--- config.mk ---
export PLATFORM = sky130hd
export DESIGN_NAME = mem_port_arbiter
export DESIGN_NICKNAME = d
export VERILOG_FILES = /design/src/rtl/mem_port_arbiter.sv
export SDC_FILE = /design/constraint.sdc
export NUM_CORES = 1
export LEC_CHECK = 0
export CAP_MARGIN = 20
export CORE_ASPECT_RATIO = 1.5
export CORE_UTILIZATION = 30
export DETAILED_ROUTE_END_ITERATION = 10
export GPL_TIMING_DRIVEN = 0
export HOLD_SLACK_MARGIN = 0.02
export PLACE_DENSITY = 0.68
export SLEW_MARGIN = 30
export SYNTH_ARGS = -nofsm -noshare
export SYNTH_HDL_FRONTEND = slang
export SYNTH_SLANG_ARGS = --single-unit
--- constraint.sdc ---
create_clock -name clk -period 2.3 [get_ports clk]
set_input_delay 0.69 -clock clk [delete_from_list [all_inputs] [get_ports clk]]
set_output_delay 0.69 -clock clk [all_outputs]
set_load 0.01 [all_outputs]
--- src/rtl/mem_port_arbiter.sv ---
// Shares one 64-bit memory port between instruction fetch (IF) and data (D) requesters.
// One access in flight; round-robin or data-first tie-break; one done pulse per grant.
module mem_port_arbiter #(
  parameter int unsigned AW        = 8,
  parameter int unsigned DW        = 64,
  parameter int unsigned MEM_LAT   = 1,
  parameter int unsigned PRIO_DATA = 0
) (
  input  logic          clk,
  input  logic          reset,
  input  logic          if_req,
  input  logic [AW-1:0] if_addr,
  output logic          if_gnt,
  output logic          if_done,
  output logic [31:0]   if_rdata,
  input  logic          d_req,
  input  logic [AW-1:0] d_addr,
  input  logic [1:0]    d_we,
  input  logic [DW-1:0] d_wdata,
  output logic          d_gnt,
  output logic          d_done,
  output logic          d_err,
  output logic [DW-1:0] d_rdata,
  output logic [AW-1:0] mem_adr,
  output logic [1:0]    mem_we,
  output logic [DW-1:0] mem_wdata,
  input  logic [DW-1:0] mem_rdata,
  output logic          busy
);

  typedef enum logic [1:0] {StIdle, StAccess, StDone} state_e;

  localparam logic [3:0] LatInit = 4'(MEM_LAT - 1);

  state_e        state_q, state_d;
  logic [3:0]    lat_q, lat_d;
  logic          win_d_q, win_d_d;   // current access belongs to the D port
  logic          last_d_q, last_d_d; // most recent grant went to D
  logic          err_q, err_d;
  logic          load_q, load_d;
  logic          hi_q, hi_d;         // fetch wants the upper word
  logic          if_gnt_d, d_gnt_d, if_done_d, d_done_d, d_err_d;
  logic [31:0]   if_rdata_d;
  logic [DW-1:0] d_rdata_d, mem_wdata_d;
  logic [AW-1:0] mem_adr_d;
  logic [1:0]    mem_we_d;
  logic [1:0]    d_op;
  logic          d_mis, pick_d;
  logic          unused_if_lsbs;

  assign unused_if_lsbs = ^if_addr[1:0];

  assign d_op   = (d_we == 2'b11) ? 2'b00 : d_we;
  assign d_mis  = (d_op == 2'b01) ? (d_addr[1:0] != 2'b00) : (d_addr[2:0] != 3'b000);
  assign pick_d = d_req && (!if_req || (PRIO_DATA != 0) || !last_d_q);
  assign busy   = (state_q != StIdle);

  always_comb begin
    state_d     = state_q;
    lat_d       = lat_q;
    win_d_d     = win_d_q;
    last_d_d    = last_d_q;
    err_d       = err_q;
    load_d      = load_q;
    hi_d        = hi_q;
    if_gnt_d    = 1'b0;
    d_gnt_d     = 1'b0;
    if_done_d   = 1'b0;
    d_done_d    = 1'b0;
    d_err_d     = 1'b0;
    if_rdata_d  = if_rdata;
    d_rdata_d   = d_rdata;
    mem_adr_d   = mem_adr;
    mem_we_d    = 2'b00;
    mem_wdata_d = mem_wdata;
    unique case (state_q)
      StIdle: begin
        if (if_req || d_req) begin
          state_d  = StAccess;
          lat_d    = LatInit;
          win_d_d  = pick_d;
          last_d_d = pick_d;
          if (pick_d) begin
            d_gnt_d = 1'b1;
            err_d   = d_mis;
            load_d  = (d_op == 2'b00);
            hi_d    = 1'b0;
            // Misaligned data accesses never reach the memory.
            if (d_mis) begin
              mem_adr_d   = '0;
              mem_wdata_d = '0;
            end else begin
              mem_adr_d   = d_addr;
              mem_we_d    = d_op;
              mem_wdata_d = d_wdata;
            end
          end else begin
            if_gnt_d    = 1'b1;
            err_d       = 1'b0;
            load_d      = 1'b0;
            hi_d        = if_addr[2];
            mem_adr_d   = {if_addr[AW-1:2], 2'b00};
            mem_wdata_d = '0;
          end
        end
      end
      StAccess: begin
        if (err_q || (lat_q == 4'd0)) begin
          state_d = StDone;
          if (win_d_q) begin
            d_done_d = 1'b1;
            d_err_d  = err_q;
            if (load_q && !err_q) d_rdata_d = mem_rdata;
          end else begin
            if_done_d  = 1'b1;
            if_rdata_d = hi_q ? mem_rdata[32 +: 32] : mem_rdata[31:0];
          end
        end else begin
          lat_d = lat_q - 4'd1;
        end
      end
      StDone:  state_d = StIdle;
      default: state_d = StIdle;
    endcase
  end

  always_ff @(posedge clk or negedge reset) begin
    if (!reset) begin
      state_q   <= StIdle;
      lat_q     <= 4'd0;
      win_d_q   <= 1'b0;
      last_d_q  <= 1'b1;
      err_q     <= 1'b0;
      load_q    <= 1'b0;
      hi_q      <= 1'b0;
      if_gnt    <= 1'b0;
      d_gnt     <= 1'b0;
      if_done   <= 1'b0;
      d_done    <= 1'b0;
      d_err     <= 1'b0;
      if_rdata  <= '0;
      d_rdata   <= '0;
      mem_adr   <= '0;
      mem_we    <= 2'b00;
      mem_wdata <= '0;
    end else begin
      state_q   <= state_d;
      lat_q     <= lat_d;
      win_d_q   <= win_d_d;
      last_d_q  <= last_d_d;
      err_q     <= err_d;
      load_q    <= load_d;
      hi_q      <= hi_d;
      if_gnt    <= if_gnt_d;
      d_gnt     <= d_gnt_d;
      if_done   <= if_done_d;
      d_done    <= d_done_d;
      d_err     <= d_err_d;
      if_rdata  <= if_rdata_d;
      d_rdata   <= d_rdata_d;
      mem_adr   <= mem_adr_d;
      mem_we    <= mem_we_d;
      mem_wdata <= mem_wdata_d;
    end
  end

endmodule
==> results.tsv, run 1 <==
metric	value	unit
Max Transition Viols Final	0	
Lkg Pwr	5.067	nW
Area contributors post-synth	dfrtp_1 63%, mux2_2 19%, a22o_1 7.9%	
CP max stage delay	0.50	ns
post-CTS setup buffers	0	
VDD IR max	0.5096	mV
Antenna Cells	0	
CTS HTree Levels	4	
cell count after synthesis	478	
HP Class	in2async	
Yosys reg bits	186	
fmax	459.3	MHz
Worst Path Buf+Inv	3	
Initial Util	30.76	%
DRC Markers	0	
Power Dens Cells	1121	nW/um^2
clock slew at reported path FFs	0.06	ns
Post-Route WL	20770	um
die height	193.4	um
Syn Nets	633	
Rel. slew slack	53.22	%
Post-DP HPWL	15700	um
number of global-route vias before repair	5831	
clk root buf	clkbuf_16	
total chip power	13.03	mW
clock sinks	186	
FILL cells	2190	
routability cong.	0.7495	
Post-Syn Area	7330	sq um
status	finished, final reports clean	
number of buffers added on ports	323	
crit path time final	2.177	ns
mux contribution to synthesized area	20.21	%
Global Route met2 Usage	30.62	%
Rows	69	
insertion delay to the later sink of the worst-skew pair	0.43	ns
Max-Cap Viols	0	
syn avg cell area	15.33	sq um
Synth Area in XOR/XNOR	0	%
TritonCTS clock tree	yes	
M1 GR Usage	18.14	%
arrival time worst endpoint	2.55	ns
Crit. End Element	flip-flop	
Setup violations, final	0	
Routed Antenna Nets	0	
I/O Pins	326	
compound-gate portion of the synthesized area	9.747	%
Vias/cell	4.637	
Bufs on Longest Clock Path	2	
Final period util	94.66	%
largest net degree at the start of global routing	87	
post-synthesis simple-gate area fraction	2.987	%
grt peak-use layer	met2	
worst-margin pin slew	0.7001	ns
via count	5342	
critical path's slowest cell	clkdlybuf4s50_1	
post-synthesis adder-cell area fraction	0.8535	%
Setup Skew	0.009857	ns
post-synthesis sequential area ratio	63.52	%
gr ovfl total	0	
Yosys top cell by area	dfrtp_1	
WP data required	2.67	ns
Core Region	23830	sq um
Final Hold Fails	0	
antenna violations before repair	0	
Cell variety after synth	29	
die area	25070	sq um
Detailed Route Iter0 Violations	127	
P&R area growth vs syn	58.54	%
CP delay by family, top	buffers and inverters	
YS warnings	0	
TritonCTS buffer count	17	
RSZ-0062 raised after global routing	false	
routing usage on met3	5.863	%
setup TNS	0	ns
top cell type's share of synthesized area	63.16	%
GRT Total Usage	17.24	%
Worst Path Class, Setup	in2reg	
Max Fanout on Critical Path	10	
fraction of layout instances using a drive strength above 1	21.13	%
first-pass GRT wire length	32260	um
worst-path cell chain	clkdlybuf4s50_1, o21ai_2, clkbuf_1, buf_2, a22o_1	
WL/cell	18.03	um
TritonRoute pass-1 iters	4	
Worst Setup Start Kind	primary input	
Final #Nets	978	
die width	129.6	um
largest family of logic cells by synthesized area	multiplexers	
-- cell usage after synthesis --
cell type  count
dfrtp_1      185
mux2_2       123
a22o_1        66
clkbuf_1      18
buf_2          7
inv_1          7
nor2_1         7
a221o_1        6
and2_1         6
and3_1         6
buf_6          6
ha_1           5
mux2_1         5
o21ai_0        5
mux2i_1        4
nor3b_1        4
a21o_1         3
nand2_1        2
nand4b_1       2
o21ai_1        2
a21boi_0       1
dfstp_2        1
nand2b_1       1
nand2b_4       1
nor4_4         1
nor4b_1        1
o2111a_1       1
or2_2          1
or3_1          1
-- path summary, 6_finish.rpt --
kind                                            from                         to  cells past startpoint  slack, ns
max in group asynchronous                      reset       last_d_q$_DFFE_PN1P_                      2       1.46
worst max-delay path                          if_req  mem_wdata[62]$_DFFE_PN0P_                      5       0.12
worst max register to register  lat_q[0]$_DFFE_PN0P_    d_rdata[63]$_DFFE_PN0P_                      7       0.20
min in group clk                lat_q[0]$_DFFE_PN0P_       lat_q[0]$_DFFE_PN0P_                      1       0.48
worst min-delay path                           reset    d_rdata[16]$_DFFE_PN0P_                      1       0.10
worst min register to register  lat_q[0]$_DFFE_PN0P_       lat_q[0]$_DFFE_PN0P_                      1       0.48
-- layer usage --
| metal | up-vias | wire length [um] |
|---|---|---|
| li1 | 2440 | - |
| met1 | 2621 | 7606 |
| met2 | 253 | 10850 |
| met3 | 28 | 1774 |
| met4 | 0 | 543 |
| met5 | - | 0 |
-- sequential cells by signal (all words and copies together), names as in the netlist, 2 cells and up --
register and count:
d_rdata 64, if_rdata 32, lat_q 4, mem_adr 8, mem_wdata 64, mem_we 2
state_q 2
-- layout make-up --
class                           count  area [sq um]  share of cell area, %
Sequential cell                   186          4656                  40.07
Clock inverter                      6         91.34                 0.7860
Clock buffer                       23         478.0                  4.113
Timing Repair Buffer              326          3299                  28.39
Tap cell                          319         399.1                  3.435
Multi-Input combinational cell    254          2497                  21.49
Inverter                            7         26.28                 0.2261
Buffer                             31         172.7                  1.486
-- logic make-up (layout without fill, tap and decap cells) --
group | after synthesis | after routing
adders and majority gates | 5 | 5
and+or+nand+nor | 33 | 33
DFF | 186 | 186
buffers and inverters | 38 | 393
muxes | 132 | 132
AOI/OAI and AO/OA | 84 | 84
-- stage by stage --
stage / cell area (sq um) / cells / util, % / setup WS, ns / hold WS, ns
final: 11620 / 1152 / 48.77 / 0.1229 / 0.1008
after global routing: 11620 / 1152 / 48.77 / 0.001118 / 0.08999
after CTS: 11610 / 1152 / 48.71 / 0.04728 / 0.08376
after detailed placement: 11030 / 1123 / 46.29 / -0.5467 / 0.4715
after global placement: 10960 / 1120 / 46.00 / -7.417 / 0.4547
after floorplan: 7330 / 478 / - / 0.3799 / 0.3944
-- placed cells by master, fill, tap and decap left out, drive strengths merged, types with 7 or more instances in the layout --
cell | Yosys | final
dfrtp | 185 | 185
o21ai | 7 | 7
clkdlybuf4s50 | 0 | 321
buf | 13 | 17
a22o | 66 | 66
clkbuf | 18 | 41
mux2 | 128 | 128
inv | 7 | 7
nor2 | 7 | 7
-- power by group --
group	internal [mW]	switching (mW)	total, mW
Clock	1.67	1.21	2.88
Sequential	4.34	0.559	4.90
Combinational	3.14	2.12	5.26
Total	9.15	3.88	13.0
-- timing repair --
action | CTS | global route
endpoints found under the setup margin | 50 | 26
gates resized for setup | 4 | 6
hold buffers | 0 | 0
(Power assumes the default switching activity.)
==> run 2: changes to the inputs <==
--- a/config.mk
+++ b/config.mk
@@ -5,7 +5,7 @@
 export SDC_FILE = /design/constraint.sdc
 export NUM_CORES = 1
 export LEC_CHECK = 0
-export CAP_MARGIN = 20
+export CAP_MARGIN = 10
 export CORE_ASPECT_RATIO = 1.5
 export CORE_UTILIZATION = 30
 export DETAILED_ROUTE_END_ITERATION = 10
==> results of run 2 <==
Final layout, timing and power as in run 1 (identical DEF).
